===== src/rtl/cheri_pkg.sv =====
// Shared types and helpers for the core/stkz LSU arbiter.
// Latency: n/a (types and pure functions only).
// Backpressure: n/a.
package cheri_pkg;

   typedef enum logic [1:0] {
      ARB_IDLE      = 2'd0,
      ARB_HOLD_CORE = 2'd1,
      ARB_HOLD_STKZ = 2'd2
   } stkz_arb_fsm_t;

   localparam logic OWNER_CORE = 1'b0;
   localparam logic OWNER_STKZ = 1'b1;

   // Word-granular check against the not-yet-zeroed window [base, ptr).
   function automatic logic in_stkz_window(input logic [31:0] addr,
                                           input logic [31:0] base,
                                           input logic [31:0] ptr);
      return (addr[31:2] >= base[31:2]) && (addr[31:2] < ptr[31:2]);
   endfunction

endpackage


===== src/rtl/cheri_owner_fifo.sv =====
// Small FIFO recording the owner of each accepted-but-unanswered LSU request.
// Latency: head is combinational from storage; push visible at head the cycle after.
// Backpressure: push is ignored when full unless a pop happens the same cycle.
// Ports: clk_i/rst_i (sync, active-high), push_i/push_dat_i, pop_i,
//        full_o/empty_o status, head_dat_o oldest entry.
module cheri_owner_fifo #(
   parameter int unsigned DEPTH = 2,
   parameter int unsigned WIDTH = 1
) (
   input  logic             clk_i,
   input  logic             rst_i,
   input  logic             push_i,
   input  logic [WIDTH-1:0] push_dat_i,
   input  logic             pop_i,
   output logic             full_o,
   output logic             empty_o,
   output logic [WIDTH-1:0] head_dat_o
);

   localparam int unsigned PW = (DEPTH > 1) ? $clog2(DEPTH) : 1;
   localparam int unsigned CW = $clog2(DEPTH + 1);

   logic [WIDTH-1:0] mem_q [DEPTH];
   logic [PW-1:0]    wr_ptr_q;
   logic [PW-1:0]    rd_ptr_q;
   logic [CW-1:0]    count_q;
   logic             do_push;
   logic             do_pop;

   function automatic logic [PW-1:0] ptr_inc(input logic [PW-1:0] p);
      return (p == PW'(DEPTH - 1)) ? '0 : p + PW'(1);
   endfunction

   assign full_o     = (count_q == CW'(DEPTH));
   assign empty_o    = (count_q == '0);
   assign do_pop     = pop_i & ~empty_o;
   // When full, the slot being pushed is the one being popped this cycle.
   assign do_push    = push_i & (~full_o | do_pop);
   assign head_dat_o = mem_q[rd_ptr_q];

   always_ff @(posedge clk_i) begin
      if (do_push) begin
         mem_q[wr_ptr_q] <= push_dat_i;
      end
   end

   always_ff @(posedge clk_i) begin
      if (rst_i) begin
         wr_ptr_q <= '0;
         rd_ptr_q <= '0;
         count_q  <= '0;
      end else begin
         if (do_push) wr_ptr_q <= ptr_inc(wr_ptr_q);
         if (do_pop)  rd_ptr_q <= ptr_inc(rd_ptr_q);
         case ({do_push, do_pop})
            2'b10:   count_q <= count_q + CW'(1);
            2'b01:   count_q <= count_q - CW'(1);
            default: count_q <= count_q;
         endcase
      end
   end

endmodule


===== src/rtl/cheri_stkz_lsu_arb.sv =====
// Arbitrates one LSU request port between the core and the stack-zeroization engine.
// Latency: zero-cycle request/grant path; responses routed combinationally to the head owner.
// Backpressure: selection held until lsu_gnt_i; nothing issued while owner FIFO full (unless popping).
// Ports: core_* request/response side, stkz_* request/response side and window (base/ptr/active),
//        lsu_* muxed request and raw response, arb_err_o sticky spurious-response flag.
module cheri_stkz_lsu_arb
   import cheri_pkg::*;
#(
   parameter int unsigned MAX_OUTSTANDING = 2,
   parameter int unsigned CORE_BURST_MAX  = 4
) (
   input  logic        clk_i,
   input  logic        rst_i,
   input  logic        core_req_i,
   input  logic        core_we_i,
   input  logic        core_is_cap_i,
   input  logic [31:0] core_addr_i,
   input  logic [32:0] core_wdata_i,
   output logic        core_gnt_o,
   output logic        core_hazard_o,
   output logic        core_resp_valid_o,
   output logic        core_resp_err_o,
   output logic [32:0] core_rdata_o,
   input  logic        stkz_req_i,
   input  logic        stkz_we_i,
   input  logic        stkz_is_cap_i,
   input  logic [31:0] stkz_addr_i,
   input  logic [32:0] stkz_wdata_i,
   input  logic        stkz_active_i,
   input  logic [31:0] stkz_ptr_i,
   input  logic [31:0] stkz_base_i,
   output logic        stkz_req_done_o,
   output logic        stkz_resp_valid_o,
   output logic        stkz_resp_err_o,
   output logic        lsu_req_o,
   output logic        lsu_we_o,
   output logic        lsu_is_cap_o,
   output logic [31:0] lsu_addr_o,
   output logic [32:0] lsu_wdata_o,
   input  logic        lsu_gnt_i,
   input  logic        lsu_resp_valid_i,
   input  logic        lsu_resp_err_i,
   input  logic [32:0] lsu_rdata_i,
   output logic        arb_err_o
);

   localparam int unsigned BW = $clog2(CORE_BURST_MAX + 1);

   stkz_arb_fsm_t state_q;
   logic [BW-1:0] burst_q;
   logic          arb_err_q;

   logic          sel;
   logic          req_pick;
   logic          core_elig;
   logic          lsu_fire;
   logic          fifo_full;
   logic          fifo_empty;
   logic          fifo_head;
   logic          pop;
   logic          can_issue;

   assign core_hazard_o = ~rst_i & core_req_i & stkz_active_i
                        & in_stkz_window(core_addr_i, stkz_base_i, stkz_ptr_i);
   assign core_elig     = core_req_i & ~core_hazard_o;

   assign pop       = ~rst_i & lsu_resp_valid_i & ~fifo_empty;
   assign can_issue = ~fifo_full | pop;

   always_comb begin
      sel      = OWNER_CORE;
      req_pick = 1'b0;
      case (state_q)
         ARB_IDLE: begin
            // Burst limit reached: stkz wins even over an eligible core.
            if (core_elig && !(stkz_req_i && burst_q == BW'(CORE_BURST_MAX))) begin
               sel      = OWNER_CORE;
               req_pick = 1'b1;
            end else if (stkz_req_i) begin
               sel      = OWNER_STKZ;
               req_pick = 1'b1;
            end
         end
         ARB_HOLD_CORE: begin
            sel      = OWNER_CORE;
            req_pick = core_req_i;
         end
         ARB_HOLD_STKZ: begin
            sel      = OWNER_STKZ;
            req_pick = stkz_req_i;
         end
         default: ;
      endcase
   end

   assign lsu_req_o    = ~rst_i & req_pick & can_issue;
   assign lsu_fire     = lsu_req_o & lsu_gnt_i;
   assign lsu_we_o     = lsu_req_o & ((sel == OWNER_STKZ) ? stkz_we_i : core_we_i);
   assign lsu_is_cap_o = lsu_req_o & ((sel == OWNER_STKZ) ? stkz_is_cap_i : core_is_cap_i);
   assign lsu_addr_o   = !lsu_req_o ? '0 : ((sel == OWNER_STKZ) ? stkz_addr_i : core_addr_i);
   assign lsu_wdata_o  = !lsu_req_o ? '0 : ((sel == OWNER_STKZ) ? stkz_wdata_i : core_wdata_i);

   assign core_gnt_o      = lsu_fire & (sel == OWNER_CORE);
   assign stkz_req_done_o = lsu_fire & (sel == OWNER_STKZ);

   assign core_resp_valid_o = pop & (fifo_head == OWNER_CORE);
   assign stkz_resp_valid_o = pop & (fifo_head == OWNER_STKZ);
   assign core_resp_err_o   = core_resp_valid_o & lsu_resp_err_i;
   assign stkz_resp_err_o   = stkz_resp_valid_o & lsu_resp_err_i;
   assign core_rdata_o      = core_resp_valid_o ? lsu_rdata_i : '0;
   assign arb_err_o         = arb_err_q;

   cheri_owner_fifo #(
      .DEPTH (MAX_OUTSTANDING),
      .WIDTH (1)
   ) u_owner_fifo (
      .clk_i      (clk_i),
      .rst_i      (rst_i),
      .push_i     (lsu_fire),
      .push_dat_i (sel),
      .pop_i      (pop),
      .full_o     (fifo_full),
      .empty_o    (fifo_empty),
      .head_dat_o (fifo_head)
   );

   always_ff @(posedge clk_i) begin
      if (rst_i) begin
         state_q   <= ARB_IDLE;
         burst_q   <= '0;
         arb_err_q <= 1'b0;
      end else begin
         case (state_q)
            ARB_IDLE: begin
               if (lsu_req_o && !lsu_gnt_i) begin
                  state_q <= (sel == OWNER_STKZ) ? ARB_HOLD_STKZ : ARB_HOLD_CORE;
               end
            end
            ARB_HOLD_CORE: if (lsu_fire || !core_req_i) state_q <= ARB_IDLE;
            // stkz may abort by dropping its request.
            ARB_HOLD_STKZ: if (lsu_fire || !stkz_req_i) state_q <= ARB_IDLE;
            default:       state_q <= ARB_IDLE;
         endcase

         if (stkz_req_done_o || !stkz_req_i) begin
            burst_q <= '0;
         end else if (core_gnt_o && burst_q != BW'(CORE_BURST_MAX)) begin
            burst_q <= burst_q + BW'(1);
         end

         if (lsu_resp_valid_i && fifo_empty) begin
            arb_err_q <= 1'b1;
         end
      end
   end

   core_hold_stable: assert property (@(posedge clk_i) disable iff (rst_i)
      (state_q == ARB_HOLD_CORE) |-> core_req_i);

endmodule


===== config.mk =====
export PLATFORM = sky130hd
export DESIGN_NAME = cheri_stkz_lsu_arb
export DESIGN_NICKNAME = d
export VERILOG_FILES = /design/src/rtl/cheri_pkg.sv /design/src/rtl/cheri_owner_fifo.sv /design/src/rtl/cheri_stkz_lsu_arb.sv
export SDC_FILE = /design/constraint.sdc
export NUM_CORES = 1
export LEC_CHECK = 0
export CAP_MARGIN = 25
export CORE_AREA = 2 2 135 137
export CTS_BUF_LIST = sky130_fd_sc_hd__clkbuf_16
export DETAILED_ROUTE_END_ITERATION = 12
export DIE_AREA = 0 0 137 139
export GPL_TIMING_DRIVEN = 0
export PLACE_DENSITY = 0.66
export SLEW_MARGIN = 20
export SYNTH_ARGS = -nofsm -noshare
export SYNTH_HDL_FRONTEND = slang
export SYNTH_SLANG_ARGS = --single-unit

===== constraint.sdc =====
create_clock -name clk_i -period 7 [get_ports clk_i]
set_input_delay 1.4 -clock clk_i [delete_from_list [all_inputs] [get_ports clk_i]]
set_output_delay 1.4 -clock clk_i [all_outputs]
set_load 0.05 [all_outputs]

# After elaboration in Yosys (flattened, before gate mapping)
# Memory sizes are Yosys's and may differ from the RTL's. A register that Yosys moved wholly into a read port is not among the register bits.
# Cells that the tools add are included.
[totals]
ff_bits = 10
ramBits = 2
in_bits = 239
wordCells = 93
memories = 1
[classes]
addsub = 5
magnitude_cmp = 2
eq_ne = 10
mux = 24
bitwise = 27
reduce_logical = 18
[memory_table]
columns = ["name", "words", "width", "rd", "rd_ports_with_merged_regs", "write_ports", "line", "source"]
rows = [
  ["u_owner_fifo.mem_q", 2, 1, 1, 1, 1, "cheri_owner_fifo.sv:23", "logic [WIDTH-1:0] mem_q [DEPTH];"],
]
[ops]
columns = ["operator", "n"]
rows = [
  ["2-to-1 mux 33 bit", 3],
  ["2-to-1 mux 32 bit", 2],
  [">= comparator 30 bit", 1],
  ["< comparator 30 bit", 1],
  ["AND 1 bit", 19],
  ["2-to-1 mux 1 bit", 11],
  ["2-to-1 mux 2 bit", 4],
  ["equality test 2 bit (second input constant)", 3],
  ["logical AND 1 bit", 6],
  ["!= test 2 bit (second input constant)", 3],
  ["NOT 1 bit", 6],
  ["case mux 2 bit (3 select lines)", 1],
  ["equality test 2 x 1 -> 1 bit (second input constant)", 2],
  ["logical NOT 1 bit", 4],
  ["logical NOT 2 bit", 2],
  ["case mux 2 bit (2 select lines)", 1],
  ["adder 3 x 1 -> 3 bit (second input constant)", 1],
  ["equality test 3 bit (second input constant)", 1],
  ["logical OR 1 bit", 3],
  ["!= test 3 bit (second input constant)", 1],
  ["case mux 1 bit (3 select lines)", 1],
  ["AND reduction 3 bit", 1],
  ["adder 1 bit (second input constant)", 2],
  ["adder 2 x 1 -> 2 bit (second input constant)", 1],
  ["other kinds (5)", 6],
]

# Longest topological paths before layout
[depth]
ltp_word = 15
ltp_mapped = 14
mapped_depth_nobuf = 13

# Cells and area by module
# Synthesis repeated with hierarchy kept, for this count alone.
[hier_totals]
hier_cells = 576
hier_area_um2 = 3707.3
[modules_own_cells]
columns = ["mod", "instances", "cells_each", "area_per_inst_um2"]
rows = [
  ["cheri_stkz_lsu_arb", 1, 546, 3383.2],
  ["cheri_owner_fifo", 1, 30, 324.1],
]

# Least setup slack after synthesis
# Ideal clock, no wire load.
[synth_timing]
kind = "input -> output"
start = "input port stkz_ptr_i[5]"
end = "output port lsu_addr_o[10]"
t_arrival_ns = 4.098
setup_slack_ns = 1.502
stages = 12
path_buffers = 2
path_cell_list = "inv_1 > ha_1 > a211oi_1 > nor2_1 > o31a_1 > o41ai_4 > o2111ai_4 > a311o_1 > buf_6 > buf_12 > mux2i_1 > nor2_1"
[synth_between]
elab_chain_len = 11
word_cells_on_any_way = 14
classes_between = "1 x order compare; 6 x mux; 5 x bitwise; 2 x reduce/logical"
[synth_rtl]
columns = ["element", "line", "source"]
rows = [
  ["start, declared", "cheri_stkz_lsu_arb.sv:30", "input logic [31:0] stkz_ptr_i,"],
  ["< comparator 30 bit *", "cheri_pkg.sv:19", "return (addr[31:2] >= base[31:2]) && (addr[31:2] < ptr[31:2]);"],
  ["logical AND 1 bit *", "cheri_pkg.sv:19", ""],
  ["AND 1 bit *", "cheri_stkz_lsu_arb.sv:64", "& in_stkz_window(core_addr_i, stkz_base_i, stkz_ptr_i);"],
  ["NOT 1 bit *", "cheri_stkz_lsu_arb.sv:65", "assign core_elig = core_req_i & ~core_hazard_o;"],
  ["AND 1 bit *", "cheri_stkz_lsu_arb.sv:65", ""],
  ["logical AND 1 bit *", "cheri_stkz_lsu_arb.sv:76", "if (core_elig && !(stkz_req_i && burst_q == BW'(CORE_BURST_MAX))) begin"],
  ["2-to-1 mux 1 bit", "cheri_stkz_lsu_arb.sv:76", ""],
  ["case mux 1 bit (3 select lines)", "cheri_stkz_lsu_arb.sv:73", "case (state_q)"],
  ["AND 1 bit (2 in a row)", "cheri_stkz_lsu_arb.sv:96", "assign lsu_req_o = ~rst_i & req_pick & can_issue;"],
  ["2-to-1 mux 32 bit *", "cheri_stkz_lsu_arb.sv:100", "assign lsu_addr_o = !lsu_req_o ? '0 : ((sel == OWNER_STKZ) ? stkz_addr_i : core_addr_i);"],
  ["end, declared", "cheri_stkz_lsu_arb.sv:38", "output logic [31:0] lsu_addr_o,"],
]
# Mark *: on every way between the ends. The rest lies on a longest branch, timed or not.

# Worst setup path in the final report
[layout_timing]
start = "input port core_addr_i[6]"
end = "output port lsu_wdata_o[17]"
[layout_between]
elab_chain_len = 11
word_cells_on_any_way = 15
classes_between = "2 x order compare; 6 x mux; 5 x bitwise; 2 x reduce/logical"
[layout_rtl]
columns = ["element", "line", "source"]
rows = [
  ["start, declared", "cheri_stkz_lsu_arb.sv:17", "input logic [31:0] core_addr_i,"],
  [">= comparator 30 bit / < comparator 30 bit (equally long branches)", "cheri_pkg.sv:19", ""],
  ["logical AND 1 bit *", "cheri_pkg.sv:19", ""],
  ["AND 1 bit *", "cheri_stkz_lsu_arb.sv:64", ""],
  ["NOT 1 bit *", "cheri_stkz_lsu_arb.sv:65", ""],
  ["AND 1 bit *", "cheri_stkz_lsu_arb.sv:65", ""],
  ["logical AND 1 bit *", "cheri_stkz_lsu_arb.sv:76", ""],
  ["2-to-1 mux 1 bit", "cheri_stkz_lsu_arb.sv:76", ""],
  ["case mux 1 bit (3 select lines)", "cheri_stkz_lsu_arb.sv:73", ""],
  ["AND 1 bit (2 in a row)", "cheri_stkz_lsu_arb.sv:96", ""],
  ["2-to-1 mux 33 bit *", "cheri_stkz_lsu_arb.sv:101", "assign lsu_wdata_o = !lsu_req_o ? '0 : ((sel == OWNER_STKZ) ? stkz_wdata_i : core_wdata_i);"],
  ["end, declared", "cheri_stkz_lsu_arb.sv:39", "output logic [32:0] lsu_wdata_o,"],
]
# Marks and branches as above.

==> flow_metrics.env <==
export IMPL_status="finished, final reports clean"
export IMPL_clock_latency_ns=0.24
export IMPL_final_fill_count=1802
export IMPL_grt_pass1_vias=4558
export IMPL_worstPathMaxFanout=10
export IMPL_crit_arrival_ns=5.37
export IMPL_r2r_setup_slack_ns=4.30
export IMPL_track_usage_pct=15.47
export IMPL_grt_max_degree=11
export IMPL_synthFlopType="dfxtp_1"
export IMPL_leakage_nw=3.700
export IMPL_maxSlewViolCount=0
export IMPL_post_route_period_util_pct=96.65
export IMPL_fin_skew_ns=0.002723
export IMPL_rsz0062_at_grt="no"
export IMPL_cts_sinks=13
export IMPL_die_h_um=139
export IMPL_cts_buffer_depth=2
export IMPL_antenna_found_initial=1
export IMPL_drc_errors=0
export IMPL_power_switching_uw=320.4
export IMPL_dieArea_um2=19040
export IMPL_routed_wl_um=15570
export IMPL_tightest_slew_ns=0.6404
export IMPL_final_hold_violation_count=0
export IMPL_area_growth_pct=107.6
export IMPL_cts_setup_buffers=0
export IMPL_rr_endpoint="u_owner_fifo.count_q[1]$_SDFFE_PP0P_"
export IMPL_final_antenna_net_count=0
export IMPL_std_cell_rows=49
export IMPL_switching_share_pct=42.97
export IMPL_vias=4572
export IMPL_vias_per_cell=4.309
export IMPL_finalPower_uw=745.7
export IMPL_place_detailed_hpwl_um=13620
export IMPL_ioPinCount=348
export IMPL_place_congestion=0.7845
export IMPL_period_needed_ns=6.765
export IMPL_intPower_uw=425.3
export IMPL_synthCells=483
export IMPL_fp_dieW_um=137
export IMPL_min_delay_path_depth=2
export IMPL_yosysSeqAreaShare_pct=7.824
export IMPL_end_kind="output port"
export IMPL_start_util_pct=20.29
export IMPL_synth_distinct_cells=51
export IMPL_drive_above_1_share_pct=2.888
export IMPL_power_frac_clock_pct=14.3
export IMPL_io_buffers=343
export IMPL_rr_startpoint="state_q[0]$_SDFFE_PP0P_"
export IMPL_p_per_area_nw_per_um2=100.3
export IMPL_fin_setup_tns_ns=0
export IMPL_cts_root_buffer="clkbuf_16"
export IMPL_ir_drop_uv=90.32
export IMPL_cp_data_required_time_ns=5.60
export IMPL_maxSlewHeadroom_pct=56.91
export IMPL_fmax_mhz=147.8
export IMPL_syn_area_um2=3582
export IMPL_numCtsBuffers=3
export IMPL_wire_per_inst_um=14.68
export IMPL_power_frac_comb_pct=74.3
export IMPL_r2r_cells=8
export IMPL_yosysWarnings=0
export IMPL_fin_hold_ws_ns=0.4803
export IMPL_dr_pass1_iters=4
export IMPL_htree_num_levels=1
export IMPL_holdPathEnd="arb_err_o$_SDFFE_PP0P_"
export IMPL_core_area_um2=17660
export IMPL_grt_pass1_wl_um=23600
export IMPL_cts_clk_slew_worst_paths_ns=0.04
export IMPL_syn_nets=784
export IMPL_nNetsFinal=1133
export IMPL_drtIter0Drc=102
export IMPL_gr_total_overflow=0
export IMPL_synth_top_cell_by_area="ha_1"
export IMPL_ys_async_sr_fraction_pct=0
export IMPL_ys_top_cells_by_area="ha_1 22%, mux2i_1 19%, nor2_1 9.5%"
export IMPL_critPathLaunchType="input port"
export IMPL_min_delay_start="arb_err_o$_SDFFE_PP0P_"
export IMPL_drv_cap=0
export IMPL_synth_area_per_cell_um2=7.417
export IMPL_setup_viol=0
export IMPL_critPathKind="input port to output port"
export IMPL_postCtsHoldBufs=0
export IMPL_synth_edf_count=2
export IMPL_ys_seq_elements=13
export IMPL_netlist_area_leader_share_pct=21.66
export IMPL_hold_path_class="flip-flop to flip-flop"
export IMPL_p_seq_share_pct=11.4
export IMPL_tritoncts="yes"
## registers in the layout, summed over array words and instances (netlist names), named ones only
signal                 count
state_q                    2
u_owner_fifo.mem_q         2
u_owner_fifo.wr_ptr_q      1
arb_err_o                  1
u_owner_fifo.rd_ptr_q      1
burst_q                    3
u_owner_fifo.count_q       2
## logic make-up after synthesis
family | after synthesis | share of synthesized area, %
flops | 13 | 7.824
buf+inv | 89 | 12.92
xor+xnor | 4 | 0.9782
fa+ha+maj | 62 | 21.66
mux | 67 | 18.72
simple gates | 183 | 24.41
compound gates | 65 | 13.48
## worst max-delay path by stage
stage / slack [ns] / from / endpoint
after global placement: 0.13 / core_addr_i[6] / lsu_wdata_o[14]
after CTS: 0.08 / core_addr_i[6] / lsu_wdata_o[16]
after global routing: 0.0000004 / core_addr_i[6] / lsu_addr_o[10]
after floorplan: 1.50 / stkz_ptr_i[5] / lsu_addr_o[10]
final: 0.23 / core_addr_i[6] / lsu_wdata_o[17]
after detailed placement: 0.09 / core_addr_i[6] / lsu_wdata_o[16]
## cell usage after synthesis (3+ instances only)
| library cell | count |
|---|---|
| a31oi_1 | 3 |
| o21ai_0 | 8 |
| nand2b_1 | 4 |
| a21o_1 | 5 |
| nor3_1 | 3 |
| a21oi_1 | 22 |
| buf_2 | 3 |
| mux2i_1 | 67 |
| buf_12 | 7 |
| o21ai_1 | 3 |
| dfxtp_1 | 11 |
| nor2_1 | 91 |
| inv_1 | 67 |
| clkbuf_1 | 9 |
| a211oi_1 | 5 |
| nand2_1 | 17 |
| ha_1 | 62 |
| nand3_1 | 8 |
| nor2b_1 | 3 |
| and2_1 | 37 |
| nand4_1 | 10 |
## cell usage in the layout (no fill, tap or decap), types with 4 or more instances in the layout
cell / netlist / final
nand2_1: 17 / 17
clkdlybuf4s50_1: 0 / 324
dfxtp_1: 11 / 11
nor2_1: 91 / 91
buf_12: 7 / 7
nand2b_1: 4 / 4
dlymetal6s2s_1: 0 / 19
nand4_1: 10 / 10
clkbuf_1: 9 / 9
mux2i_1: 67 / 67
inv_1: 67 / 67
a21o_1: 5 / 5
nand3_1: 8 / 8
a21oi_1: 22 / 22
and2_1: 37 / 37
a211oi_1: 5 / 5
o21ai_0: 8 / 8
ha_1: 62 / 62
## power by group through the flow
stage                     Combinational (mW)  Sequential (mW)  Clock [mW]
after CTS                              0.560           0.0851       0.109
after global placement                 0.554           0.0862           0
after detailed placement               0.557           0.0864           0
after floorplan                        0.307           0.0879           0
after global routing                   0.596           0.0858       0.113
final                                  0.554           0.0851       0.107
## metal layers
layer | share of wire [%] | up-vias | wire length (µm) | GRT usage, %
li1 | - | 2344 | - | -
met1 | 40 | 2025 | 6187 | 17.82
met2 | 50 | 193 | 7835 | 29.04
met3 | 8.9 | 10 | 1393 | 3.618
met4 | 1.0 | 0 | 157 | 2.333
met5 | 0 | - | 0 | 0
## per-stage QoR
step	utilization [%]	std cells	worst slack [ns]	instance area [µm²]
2_1_floorplan	-	483	1.502	3582
3_3_place_gp	41.35	1055	0.1282	7302
3_5_place_dp	41.38	1056	0.08981	7306
4_1_cts	41.83	1060	0.08055	7386
5_1_grt	42.10	1060	0.0000004441	7433
6_report	42.11	1061	0.2347	7436
## final cells by class
cell class | count | area, µm² | share of cell area, %
diodes | 1 | 2.502 | 0.03365
plain buffers | 21 | 207.7 | 2.793
clock buffers | 3 | 75.07 | 1.010
clock inverters | 1 | 5.005 | 0.06731
inverters | 68 | 255.2 | 3.433
multi-input cells | 381 | 2839 | 38.18
flip-flops and latches | 13 | 280.3 | 3.769
well taps | 229 | 286.5 | 3.853
repair buffers | 344 | 3485 | 46.86
## critical path, stage by stage
cell,delay [ns]
clkdlybuf4s50_1,0.48
ha_1,0.36
a21oi_1,0.14
a21boi_1,0.08
o41ai_1,0.50
a31oi_1,0.26
o2111ai_4,0.37
o21ai_1,0.10
a21bo_1,0.20
buf_2,0.16
buf_4,0.20
buf_2,0.20
nor2_1,0.12
clkdlybuf4s50_1,0.81
## timing repair
item                                   4_1_cts  5_1_grt
setup endpoints to repair                    0       19
gates resized for setup                      0       19
endpoints found under the hold margin        0        0
Power figures use the tool's default switching activity.
